$ cat src/rtl/cu_pkg.sv
// Shared types and encodings for the multicycle RV32I main control unit.
// Holds the FSM state enum, the opcodes the FSM recognises, and the ALUOp
// and ALU operand-B select encodings driven towards the datapath and ALU_CU.
package cu_pkg;

  localparam int unsigned STATE_W  = 4;
  localparam int unsigned OPCODE_W = 7;
  localparam int unsigned ALUOP_W  = 2;
  localparam int unsigned SRCB_W   = 2;
  localparam int unsigned F3_W     = 3;
  localparam int unsigned F7_W     = 7;

  typedef enum logic [STATE_W-1:0] {
    ST_FETCH    = 4'd0,
    ST_DECODE   = 4'd1,
    ST_EXEC_R   = 4'd2,
    ST_EXEC_I   = 4'd3,
    ST_MEM_ADDR = 4'd4,
    ST_MEM_RD   = 4'd5,
    ST_MEM_WR   = 4'd6,
    ST_WB_ALU   = 4'd7,
    ST_WB_MEM   = 4'd8,
    ST_BRANCH   = 4'd9
  } state_e;

  localparam logic [OPCODE_W-1:0] OP_R      = 7'b0110011;
  localparam logic [OPCODE_W-1:0] OP_I      = 7'b0010011;
  localparam logic [OPCODE_W-1:0] OP_LOAD   = 7'b0000011;
  localparam logic [OPCODE_W-1:0] OP_STORE  = 7'b0100011;
  localparam logic [OPCODE_W-1:0] OP_BRANCH = 7'b1100011;

  localparam logic [ALUOP_W-1:0] ALUOP_ADD   = 2'b00;
  localparam logic [ALUOP_W-1:0] ALUOP_SUB   = 2'b01;
  localparam logic [ALUOP_W-1:0] ALUOP_FUNCT = 2'b10;

  localparam logic [SRCB_W-1:0] SRCB_RS2  = 2'b00;
  localparam logic [SRCB_W-1:0] SRCB_FOUR = 2'b01;
  localparam logic [SRCB_W-1:0] SRCB_IMM  = 2'b10;

  localparam logic [F3_W-1:0] F3_BEQ  = 3'b000;
  localparam logic [F3_W-1:0] F3_SRXI = 3'b101;

  // True for opcodes the FSM knows how to sequence.
  function automatic logic op_supported(input logic [OPCODE_W-1:0] op);
    return (op == OP_R) || (op == OP_I) || (op == OP_LOAD) ||
           (op == OP_STORE) || (op == OP_BRANCH);
  endfunction

endpackage

$ cat src/rtl/multicycle_main_cu.sv
// Main control FSM for the multicycle RV32I datapath.
// Sequences fetch/decode/execute/memory/writeback, handshakes with memory
// through mem_ready, and produces ALUOp/funct3/funct7 for ALU_CU plus all
// datapath strobes. A per-request wait counter flags a sticky bus_error when
// memory fails to answer within MEM_TIMEOUT cycles.
// Ports:
//   clk, rst_n        clock, synchronous active-low reset
//   instr             current IR contents
//   mem_ready, zero   memory handshake, ALU zero flag
//   ALUOp/funct3/funct7                       ALU_CU control
//   mem_read/mem_write/iord/ir_write/pc_write memory and PC/IR strobes
//   reg_write/alu_src_a/alu_src_b/wb_sel      register file and ALU muxes
//   illegal_instr, bus_error, state_o         status and debug
module multicycle_main_cu
  import cu_pkg::*;
#(
  parameter int unsigned MEM_TIMEOUT = 255
) (
  input  logic                clk,
  input  logic                rst_n,
  input  logic [31:0]         instr,
  input  logic                mem_ready,
  input  logic                zero,
  output logic [ALUOP_W-1:0]  ALUOp,
  output logic [F3_W-1:0]     funct3,
  output logic [F7_W-1:0]     funct7,
  output logic                mem_read,
  output logic                mem_write,
  output logic                iord,
  output logic                ir_write,
  output logic                pc_write,
  output logic                reg_write,
  output logic                alu_src_a,
  output logic [SRCB_W-1:0]   alu_src_b,
  output logic                wb_sel,
  output logic                illegal_instr,
  output logic                bus_error,
  output logic [STATE_W-1:0]  state_o
);

  localparam int unsigned CNT_W = 8;

  state_e              state;
  state_e              state_nxt;
  logic [CNT_W-1:0]    wait_cnt;
  logic [CNT_W-1:0]    wait_cnt_nxt;
  logic                mem_wait_c;
  logic                timeout_c;

  logic [OPCODE_W-1:0] opcode;
  logic [F3_W-1:0]     instr_f3;
  logic [F7_W-1:0]     instr_f7;
  logic                unused_instr_bits;

  assign opcode            = instr[6:0];
  assign instr_f3          = instr[14:12];
  assign instr_f7          = instr[31:25];
  assign unused_instr_bits = ^{instr[24:15], instr[11:7]};
  assign state_o           = state;

  // Next state, memory-wait detection and timeout.
  always_comb begin
    state_nxt    = state;
    mem_wait_c   = 1'b0;
    timeout_c    = 1'b0;
    wait_cnt_nxt = '0;
    case (state)
      ST_FETCH: begin
        if (mem_ready) state_nxt = ST_DECODE;
        else           mem_wait_c = 1'b1;
      end
      ST_DECODE: begin
        case (opcode)
          OP_R:               state_nxt = ST_EXEC_R;
          OP_I:               state_nxt = ST_EXEC_I;
          OP_LOAD, OP_STORE:  state_nxt = ST_MEM_ADDR;
          OP_BRANCH:          state_nxt = ST_BRANCH;
          default:            state_nxt = ST_FETCH;
        endcase
      end
      ST_EXEC_R, ST_EXEC_I: state_nxt = ST_WB_ALU;
      ST_MEM_ADDR: state_nxt = (opcode == OP_STORE) ? ST_MEM_WR : ST_MEM_RD;
      ST_MEM_RD: begin
        if (mem_ready) state_nxt = ST_WB_MEM;
        else           mem_wait_c = 1'b1;
      end
      ST_MEM_WR: begin
        if (mem_ready) state_nxt = ST_FETCH;
        else           mem_wait_c = 1'b1;
      end
      ST_WB_ALU, ST_WB_MEM, ST_BRANCH: state_nxt = ST_FETCH;
      default: state_nxt = ST_FETCH;
    endcase

    // The wait that brings the count to MEM_TIMEOUT abandons the request.
    timeout_c = mem_wait_c && (wait_cnt == CNT_W'(MEM_TIMEOUT - 1));
    if (timeout_c) state_nxt = ST_FETCH;

    // Counter is zero in every non-waiting cycle, so each request starts at 0.
    if (mem_wait_c && !timeout_c) wait_cnt_nxt = wait_cnt + CNT_W'(1);
  end

  // State, wait counter and sticky bus error.
  always_ff @(posedge clk) begin
    if (!rst_n) begin
      state     <= ST_FETCH;
      wait_cnt  <= '0;
      bus_error <= 1'b0;
    end else begin
      state    <= state_nxt;
      wait_cnt <= wait_cnt_nxt;
      if (timeout_c) bus_error <= 1'b1;
    end
  end

  // Moore strobes from state and IR fields; held at 0 during reset.
  always_comb begin
    ALUOp         = ALUOP_ADD;
    funct3        = '0;
    funct7        = '0;
    mem_read      = 1'b0;
    mem_write     = 1'b0;
    iord          = 1'b0;
    ir_write      = 1'b0;
    pc_write      = 1'b0;
    reg_write     = 1'b0;
    alu_src_a     = 1'b0;
    alu_src_b     = SRCB_RS2;
    wb_sel        = 1'b0;
    illegal_instr = 1'b0;
    if (rst_n) begin
      case (state)
        ST_FETCH: begin
          mem_read  = 1'b1;
          alu_src_b = SRCB_FOUR;
          ir_write  = mem_ready;
          pc_write  = mem_ready;
        end
        ST_DECODE: illegal_instr = !op_supported(opcode);
        ST_EXEC_R: begin
          ALUOp     = ALUOP_FUNCT;
          alu_src_a = 1'b1;
          alu_src_b = SRCB_RS2;
          funct3    = instr_f3;
          funct7    = instr_f7;
        end
        ST_EXEC_I: begin
          ALUOp     = ALUOP_FUNCT;
          alu_src_a = 1'b1;
          alu_src_b = SRCB_IMM;
          funct3    = instr_f3;
          // Immediate bits only reach funct7 for shifts, so they never pick SUB.
          funct7    = (instr_f3 == F3_SRXI) ? instr_f7 : '0;
        end
        ST_MEM_ADDR: begin
          ALUOp     = ALUOP_ADD;
          alu_src_a = 1'b1;
          alu_src_b = SRCB_IMM;
        end
        ST_MEM_RD: begin
          mem_read = 1'b1;
          iord     = 1'b1;
        end
        ST_MEM_WR: begin
          mem_write = 1'b1;
          iord      = 1'b1;
        end
        ST_WB_ALU: reg_write = 1'b1;
        ST_WB_MEM: begin
          reg_write = 1'b1;
          wb_sel    = 1'b1;
        end
        ST_BRANCH: begin
          ALUOp     = ALUOP_SUB;
          alu_src_a = 1'b1;
          alu_src_b = SRCB_RS2;
          funct3    = instr_f3;
          // Only BEQ is taken; other branch funct3 values fall through silently.
          pc_write  = zero && (instr_f3 == F3_BEQ);
        end
        default: ;
      endcase
    end
  end

endmodule
$ cat config.mk
export PLATFORM = sky130hd
export DESIGN_NAME = multicycle_main_cu
export DESIGN_NICKNAME = d
export VERILOG_FILES = /design/src/rtl/cu_pkg.sv /design/src/rtl/multicycle_main_cu.sv
export SDC_FILE = /design/constraint.sdc
export NUM_CORES = 1
export LEC_CHECK = 0
export CORE_AREA = 3 3 57 59
export DETAILED_ROUTE_END_ITERATION = 16
export DIE_AREA = 0 0 60 62
export PLACE_DENSITY = 0.77
export SYNTH_ARGS = -nofsm -noshare
export SYNTH_HDL_FRONTEND = slang
export SYNTH_SLANG_ARGS = --single-unit
$ cat constraint.sdc
create_clock -name clk -period 2.2 [get_ports clk]
set_clock_uncertainty 0.1 [all_clocks]
set_input_delay 0.44 -clock clk [delete_from_list [all_inputs] [get_ports clk]]
set_output_delay 0.44 -clock clk [all_outputs]
set_load 0.1 [all_outputs]
==> impl_metrics.csv, run 1 <==
group,metric,value,unit
layout,instances_no_fill,228,
cts,insertion_delay,0.27,ns
cts,clock_transition_at_path_regs,0.07,ns
grt,via_count_of_the_first_global_routing_pass,1219,
routing,m1WireLength,1460,um
hold_path,hold_path_startpoint,"bus_error",
synth,synth_area_per_cell,7.58,um2
synth,synth.largest_area_cell,"sky130_fd_sc_hd__dfxtp_1",
cts,total_number_of_clock_tree_sinks,13,
setup_path,setup.worst_path.end_class,"output port",
synth,ys_async_sr_fraction,0,%
pwr,share_seq_of_total_power,39.7,%
timing,worst-slew-pin-transition,0.334,ns
routing,dr.pass1.iters,4,
timing,finalSetupViolCount,7,
synth,synth_area,962,um2
pwr,netSwitchingFraction,33.1,%
grt,grt_antenna_before_repair,0,
setup_path,crit_path_cell_trace,"clkbuf_2, nand3b_1, a2111oi_4, buf_4, and2_4, buf_12",
synth,post-synth-top-count-cell,"sky130_fd_sc_hd__nor2_1",
grt,grtUsageTotal,19.5,%
floorplan,floorplan.initialDensity,34.9,%
timing,period_minus_ws_final,2.21,ns
setup_path,critPathLaunchType,"input pin",
setup_path,cpLargestDelayFamily,"buffers and inverters",
cts,max-clock-path-buffers,2,
synth,yosys.area.top_type_share,27.0,%
cts,tritoncts_clock_tree,"built",
pwr,power_per_cell_area,282,nW/um2
cts,clock_tree.htree_level_count,1,
layout,areaGrowthSynthToFinish,122,%
routing,drt_drc_violations_left,0,
routing,first_iter_violations,57,
routing,via_count,1222,
timing,maxSlewViolCount,0,
outcome,status,"finished with violations",
timing,finalHoldViolations,0,
synth,number_of_flops_mapped_to_enable_cells_by_yosys,0,
timing,hold_ws,0.375,ns
cts,cts_inserted_buffers,3,
floorplan,floorplan.core_area,2760,um2
setup_path,critical_path_required,1.66,ns
placed_design,hpwl,2810,um
synth,synth.net_count,165,
timing,rsz0062_at_grt,"yes",
setup_path,setup.worst_path.start,"instr[13]",
floorplan,top_level_ports,64,
routing,ant_nets,0,
timing,relSlewSlack,77.4,%
routing,vias_per_cell,5.36,
pwr,worst_ir_drop_vdd,295,uV
pwr,fin_total_pwr,0.000603,W
synth,synth_cell_type_count,40,
timing,final.setup.worst_slack,-0.0132,ns
setup_path,cp_data_arrival_time,1.67,ns
cts,clk_root_buffer_cell,"sky130_fd_sc_hd__clkbuf_4",
routing,topRoutingLayerUsed,"met4",
routing,met2_wirelength,1880,um
run,timing.max_cap.violations,0,
outcome,violations,"negative setup slack",
layout,number_of_antenna_repair_diodes,0,
hold_path,hp-class,"reg -> reg",
timing,timing.final.crit_share,101,%
setup_path,crit_path_max_incr_delay,0.40,ns
setup_path,timing_worst_setup_path_type,"in -> out",
synth,synth_top_cells_by_area,"sky130_fd_sc_hd__dfxtp_1 (27%), sky130_fd_sc_hd__nor2_1 (8.2%), sky130_fd_sc_hd__and2_1 (7.2%), sky130_fd_sc_hd__xor2_1 (4.6%), sky130_fd_sc_hd__nand2b_1 (3.3%)",
setup_path,rr_startpoint,"state_o[0]",
layout,layout.nets,236,
pwr,p_sw,0.000200,W
grt,aggregate_global_routing_overflow,0,
synth,yosys_most_used_dff,"sky130_fd_sc_hd__dfxtp_1",
floorplan,chipWidth,60,um
synth,postSynthCellCount,127,
timing,maxClockFrequency,452,MHz
synth,synth_commonest_cells,"sky130_fd_sc_hd__nor2_1 (21), sky130_fd_sc_hd__dfxtp_1 (13), sky130_fd_sc_hd__and2_1 (11)",
floorplan,num_rows,19,
pwr,power_frac_comb,36.4,%
floorplan,die_h,62,um
placed_design,dp_cells,217,
placed_design,numPortBuffers,48,
placed_design,dpl_worst_slack,-0.301,ns
layout,proportion_of_layout_cells_with_a_drive_suffix_above_1,52.3,%
routing,routed-wl-met3,191,um
pwr,p_int,0.000404,W
grt,grt_pass1_wl,5550,um
synth,postSynthRegisterBits,13,
pwr,p_leak,0.871,nW
synth,synth_seq_area_share,27.0,%
setup_path,critical_path.slowest_cell,"sky130_fd_sc_hd__a2111oi_4",
placed_design,gp_congestion,0.857,
synth,synth-warning-count,0,
floorplan,die_area,3720,um2
setup_path,critical_path_buf_inv_count,3,
routing,wirelength,3610,um
routing,post_drt_wl_per_cell,15.8,um
setup_path,critical_path.max_fanout,7,
grt,grt_max_degree,16,
pwr,power.clock.fraction,23.8,%
==> worst paths after layout <==
| kind | endpoint | slack, ns | cells past startpoint |
|---|---|---|---|
| min | bus_error | 0.37 | 1 |
| max | funct7[0] | -0.01 | 6 |
| min reg2reg | bus_error | 0.37 | 1 |
| max reg2reg | wait_cnt[7] | 0.19 | 5 |
==> metal layers <==
| metal | vias to the layer above | track usage (%) |
|---|---|---|
| met2 | 54 | 37.5 |
| met3 | 9 | 1.03 |
| met4 | 0 | 6.96 |
| li1 | 592 | - |
| met5 | - | 0 |
| met1 | 567 | 22.7 |
==> cells by family after synthesis <==
family	synth area share, %
muxes	1.17
xor gates and xnor gates	7.28
AOI/OAI and AO/OA	15.0
buffers and inverters	5.33
DFF	27.0
and+or+nand+nor	41.6
adders and majority gates	2.60
==> cell usage in the layout, fill, tap and decap left out, types with 2 or more instances in the layout <==
cell type | synthesis | routed
sky130_fd_sc_hd__nor4b_1 | 2 | 2
sky130_fd_sc_hd__a21oi_1 | 5 | 4
sky130_fd_sc_hd__nor2_4 | 0 | 6
sky130_fd_sc_hd__clkbuf_4 | 0 | 3
sky130_fd_sc_hd__dfxtp_1 | 13 | 9
sky130_fd_sc_hd__inv_1 | 3 | 2
sky130_fd_sc_hd__and2_4 | 0 | 11
sky130_fd_sc_hd__dfxtp_4 | 0 | 4
sky130_fd_sc_hd__or3b_2 | 3 | 2
sky130_fd_sc_hd__ha_1 | 2 | 2
sky130_fd_sc_hd__xor2_1 | 5 | 5
sky130_fd_sc_hd__and4_1 | 2 | 2
sky130_fd_sc_hd__nand3b_1 | 2 | 2
sky130_fd_sc_hd__nand2b_1 | 5 | 2
sky130_fd_sc_hd__nand2b_4 | 0 | 2
sky130_fd_sc_hd__a31oi_1 | 3 | 2
sky130_fd_sc_hd__buf_4 | 0 | 26
sky130_fd_sc_hd__clkdlybuf4s50_1 | 0 | 16
sky130_fd_sc_hd__nand3_1 | 4 | 4
sky130_fd_sc_hd__buf_6 | 1 | 2
sky130_fd_sc_hd__xnor2_1 | 3 | 3
sky130_fd_sc_hd__nor3_4 | 0 | 4
sky130_fd_sc_hd__nand2_1 | 6 | 4
sky130_fd_sc_hd__nor2_1 | 21 | 14
sky130_fd_sc_hd__o21a_1 | 2 | 2
sky130_fd_sc_hd__buf_12 | 0 | 25
sky130_fd_sc_hd__clkbuf_2 | 0 | 3
sky130_fd_sc_hd__o21ai_0 | 2 | 2
sky130_fd_sc_hd__and3_1 | 2 | 2
sky130_fd_sc_hd__nand2_4 | 0 | 2
==> power groups by stage <==
| stage | clock network, W | logic (W) | registers (W) |
|---|---|---|---|
| 5_1_grt | 0.000158 | 0.000231 | 0.000241 |
| 4_1_cts | 0.000150 | 0.000218 | 0.000239 |
| 3_5_place_dp | 0 | 0.000211 | 0.000249 |
| 2_1_floorplan | 0 | 0.000109 | 0.000254 |
| 6_report | 0.000144 | 0.000220 | 0.000240 |
| 3_3_place_gp | 0 | 0.000206 | 0.000249 |
==> final cells by class <==
class,instances,area (um2)
repair buffers,74,917
flip-flops and latches,13,275
inverters,3,11.3
multi-input cells,103,872
clock buffers,4,26.3
fillers,178,617
well taps,31,38.8
==> stage by stage <==
step,cell area (um2),util [%],TNS (ns)
after CTS,2100,76.1,0
after global routing,2140,77.6,-0.613
final,2140,77.6,-0.0789
after detailed placement,2020,73.2,-3.44
after floorplan,1200,-,-3.36
after global placement,2020,73.2,-2.73
==> sequential cells by signal, summed over array words and instances, names as in the netlist <==
name	flops
state_o	4
wait_cnt	8
bus_error	1
==> timing repair <==
action                                  4_1_cts  5_1_grt
hold buffers                                  0        0
resized for setup                            11       15
gates cloned                                  0        0
endpoints found under the setup margin       21       18
buffers inserted                              6        1
pin swaps                                     9       11
No activity file was read; power rests on OpenSTA's default activity.
==> run 2: changes to the inputs <==
--- a/config.mk
+++ b/config.mk
@@ -6,9 +6,11 @@
 export NUM_CORES = 1
 export LEC_CHECK = 0
 export CORE_AREA = 3 3 57 59
+export CTS_CLUSTER_SIZE = 12
 export DETAILED_ROUTE_END_ITERATION = 16
 export DIE_AREA = 0 0 60 62
-export PLACE_DENSITY = 0.77
+export PLACE_DENSITY = 0.74
+export SLEW_MARGIN = 30
 export SYNTH_ARGS = -nofsm -noshare
 export SYNTH_HDL_FRONTEND = slang
 export SYNTH_SLANG_ARGS = --single-unit
==> impl_metrics.csv, run 2 (same netlist as run 1, synthesis figures left out) <==
group,metric,value,unit
run,timing.max_cap.violations,0,
layout,final_cell_mix,"sky130_fd_sc_hd__buf_4 (26), sky130_fd_sc_hd__buf_12 (25), sky130_fd_sc_hd__clkdlybuf4s50_1 (16), sky130_fd_sc_hd__nor2_1 (15), sky130_fd_sc_hd__and2_4 (11)",
routing,vias_per_cell,5.14,
pwr,power.clock.fraction,23.7,%
pwr,p_int,0.000407,W
timing,period_minus_ws_final,2.17,ns
routing,dr.pass1.iters,4,
setup_path,timing_worst_setup_path_type,"in -> out",
pwr,power_per_cell_area,284,nW/um2
layout,final_area,2130,um2
timing,rsz0062_at_grt,"yes",
hold_path,hp-class,"reg -> reg",
layout,number_of_antenna_repair_diodes,0,
pwr,netSwitchingFraction,32.7,%
setup_path,cp_data_arrival_time,1.63,ns
cts,clock_tree.htree_level_count,1,
cts,clock_transition_at_path_regs,0.07,ns
routing,first_iter_violations,26,
routing,wirelength,3400,um
placed_design,gp_congestion,0.838,
layout,proportion_of_layout_cells_with_a_drive_suffix_above_1,52.0,%
layout,layout_commonest_cell,"sky130_fd_sc_hd__buf_4",
grt,top_usage_layer,"met2",
grt,grtUsageMet2,37.2,%
pwr,fin_total_pwr,0.000604,W
placed_design,dp_cells,219,
layout,layout.nets,237,
routing,drt_drc_violations_left,0,
placed_design,numPortBuffers,48,
pwr,power_frac_comb,36.7,%
timing,maxSlewViolCount,0,
layout,largest_register,"wait_cnt",
layout,areaGrowthSynthToFinish,121,%
cts,max-clock-path-buffers,2,
floorplan,num_rows,19,
grt,grt_max_degree,16,
grt,aggregate_global_routing_overflow,0,
layout,instances_no_fill,229,
timing,timing.final.crit_share,98.5,%
pwr,worst_ir_drop_vdd,462,uV
routing,post_drt_wl_per_cell,14.8,um
cts,tritoncts_clock_tree,"built",
placed_design,hpwl,2770,um
layout,post-route-util,77.3,%
floorplan,floorplan.initialDensity,34.9,%
grt,grt_pass1_wl,5470,um
grt,met1_usage,21.8,%
cts,cts_inserted_buffers,3,
setup_path,setup.worst_path.end_class,"output port",
timing,finalHoldViolations,0,
grt,grtUsageTotal,19.6,%
setup_path,critical_path_required,1.66,ns
timing,finalSetupViolCount,0,
pwr,p_sw,0.000197,W
cts,clk_root_buffer_cell,"sky130_fd_sc_hd__clkbuf_4",
layout,largest_register_ffs,8,
routing,via_count,1177,
floorplan,die_area,3720,um2
pwr,p_leak,0.857,nW
pwr,share_seq_of_total_power,39.6,%
placed_design,placement.cell_area,2030,um2
cts,total_number_of_clock_tree_sinks,13,
outcome,status,"completed",
timing,relSlewSlack,77.1,%
floorplan,top_level_ports,64,
floorplan,floorplan.core_area,2760,um2
floorplan,die_h,62,um
floorplan,chipWidth,60,um
setup_path,critPathLaunchType,"input pin",
timing,worst-slew-pin-transition,0.339,ns
timing,fin_tns_setup,0,ns
setup_path,critical_path.max_fanout,7,
timing,maxClockFrequency,461,MHz
grt,grtUsageMet3,3.31,%
cts,insertion_delay,0.27,ns
routing,ant_nets,0,
grt,via_count_of_the_first_global_routing_pass,1222,
grt,grt_antenna_before_repair,0,
[run 2: through the flow]
stage	worst slack (ns)	hold WS [ns]
2_1_floorplan	-0.567	0.337
3_3_place_gp	-0.287	0.352
3_5_place_dp	-0.333	0.361
4_1_cts	0.000679	0.377
5_1_grt	-0.0280	0.409
6_report	0.0328	0.374
[run 2: per-layer routing]
metal,vias to the layer above,part of all wire (%)
li1,588,-
met1,541,38
met2,41,53
met3,7,6.9
met4,0,1.3
met5,-,0
[run 2: layout make-up]
class                      instances  area, um2
multi-input combinational        103        848
fill                             179        627
clock buffer                       4       26.3
inverter                           3       11.3
timing repair buffer              75        931
sequential                        13        275
tap                               31       38.8
[run 2: final timing paths]
check	startpoint	to	slack [ns]	cells past startpoint
worst min register to register	wait_cnt[0]	wait_cnt[0]	0.37	1
worst max register to register	state_o[0]	wait_cnt[2]	0.20	5
worst max-delay path	instr[13]	funct7[4]	0.03	6
worst min-delay path	wait_cnt[0]	wait_cnt[0]	0.37	1
[run 2: power groups by stage]
stage | combinational [W] | clock [W] | sequential, W
floorplan | 0.000109 | 0 | 0.000254
global placement | 0.000211 | 0 | 0.000247
detailed placement | 0.000216 | 0 | 0.000248
CTS | 0.000220 | 0.000150 | 0.000239
global route | 0.000233 | 0.000162 | 0.000240
finish | 0.000222 | 0.000143 | 0.000239
[run 2: what timing repair did]
action	CTS	global route
setup endpoints to repair	18	17
pin swaps	11	9
resized for setup	15	8
cloned	0	0
hold buffers	0	0
buffers inserted	5	1
[run 2: worst max-delay path, stage by stage]
cell,delay (ns)
sky130_fd_sc_hd__buf_6,0.09
sky130_fd_sc_hd__nand3b_1,0.21
sky130_fd_sc_hd__a2111oi_4,0.37
sky130_fd_sc_hd__buf_4,0.19
sky130_fd_sc_hd__and2_4,0.15
sky130_fd_sc_hd__buf_12,0.16
==> run 3: changes to the inputs <==
--- a/config.mk
+++ b/config.mk
@@ -9,8 +9,9 @@
 export CTS_CLUSTER_SIZE = 12
 export DETAILED_ROUTE_END_ITERATION = 16
 export DIE_AREA = 0 0 60 62
+export HOLD_SLACK_MARGIN = 0.02
 export PLACE_DENSITY = 0.74
-export SLEW_MARGIN = 30
+export SLEW_MARGIN = 20
 export SYNTH_ARGS = -nofsm -noshare
 export SYNTH_HDL_FRONTEND = slang
 export SYNTH_SLANG_ARGS = --single-unit
==> results of run 3 <==
Final layout, timing and power as in run 2 (identical DEF).
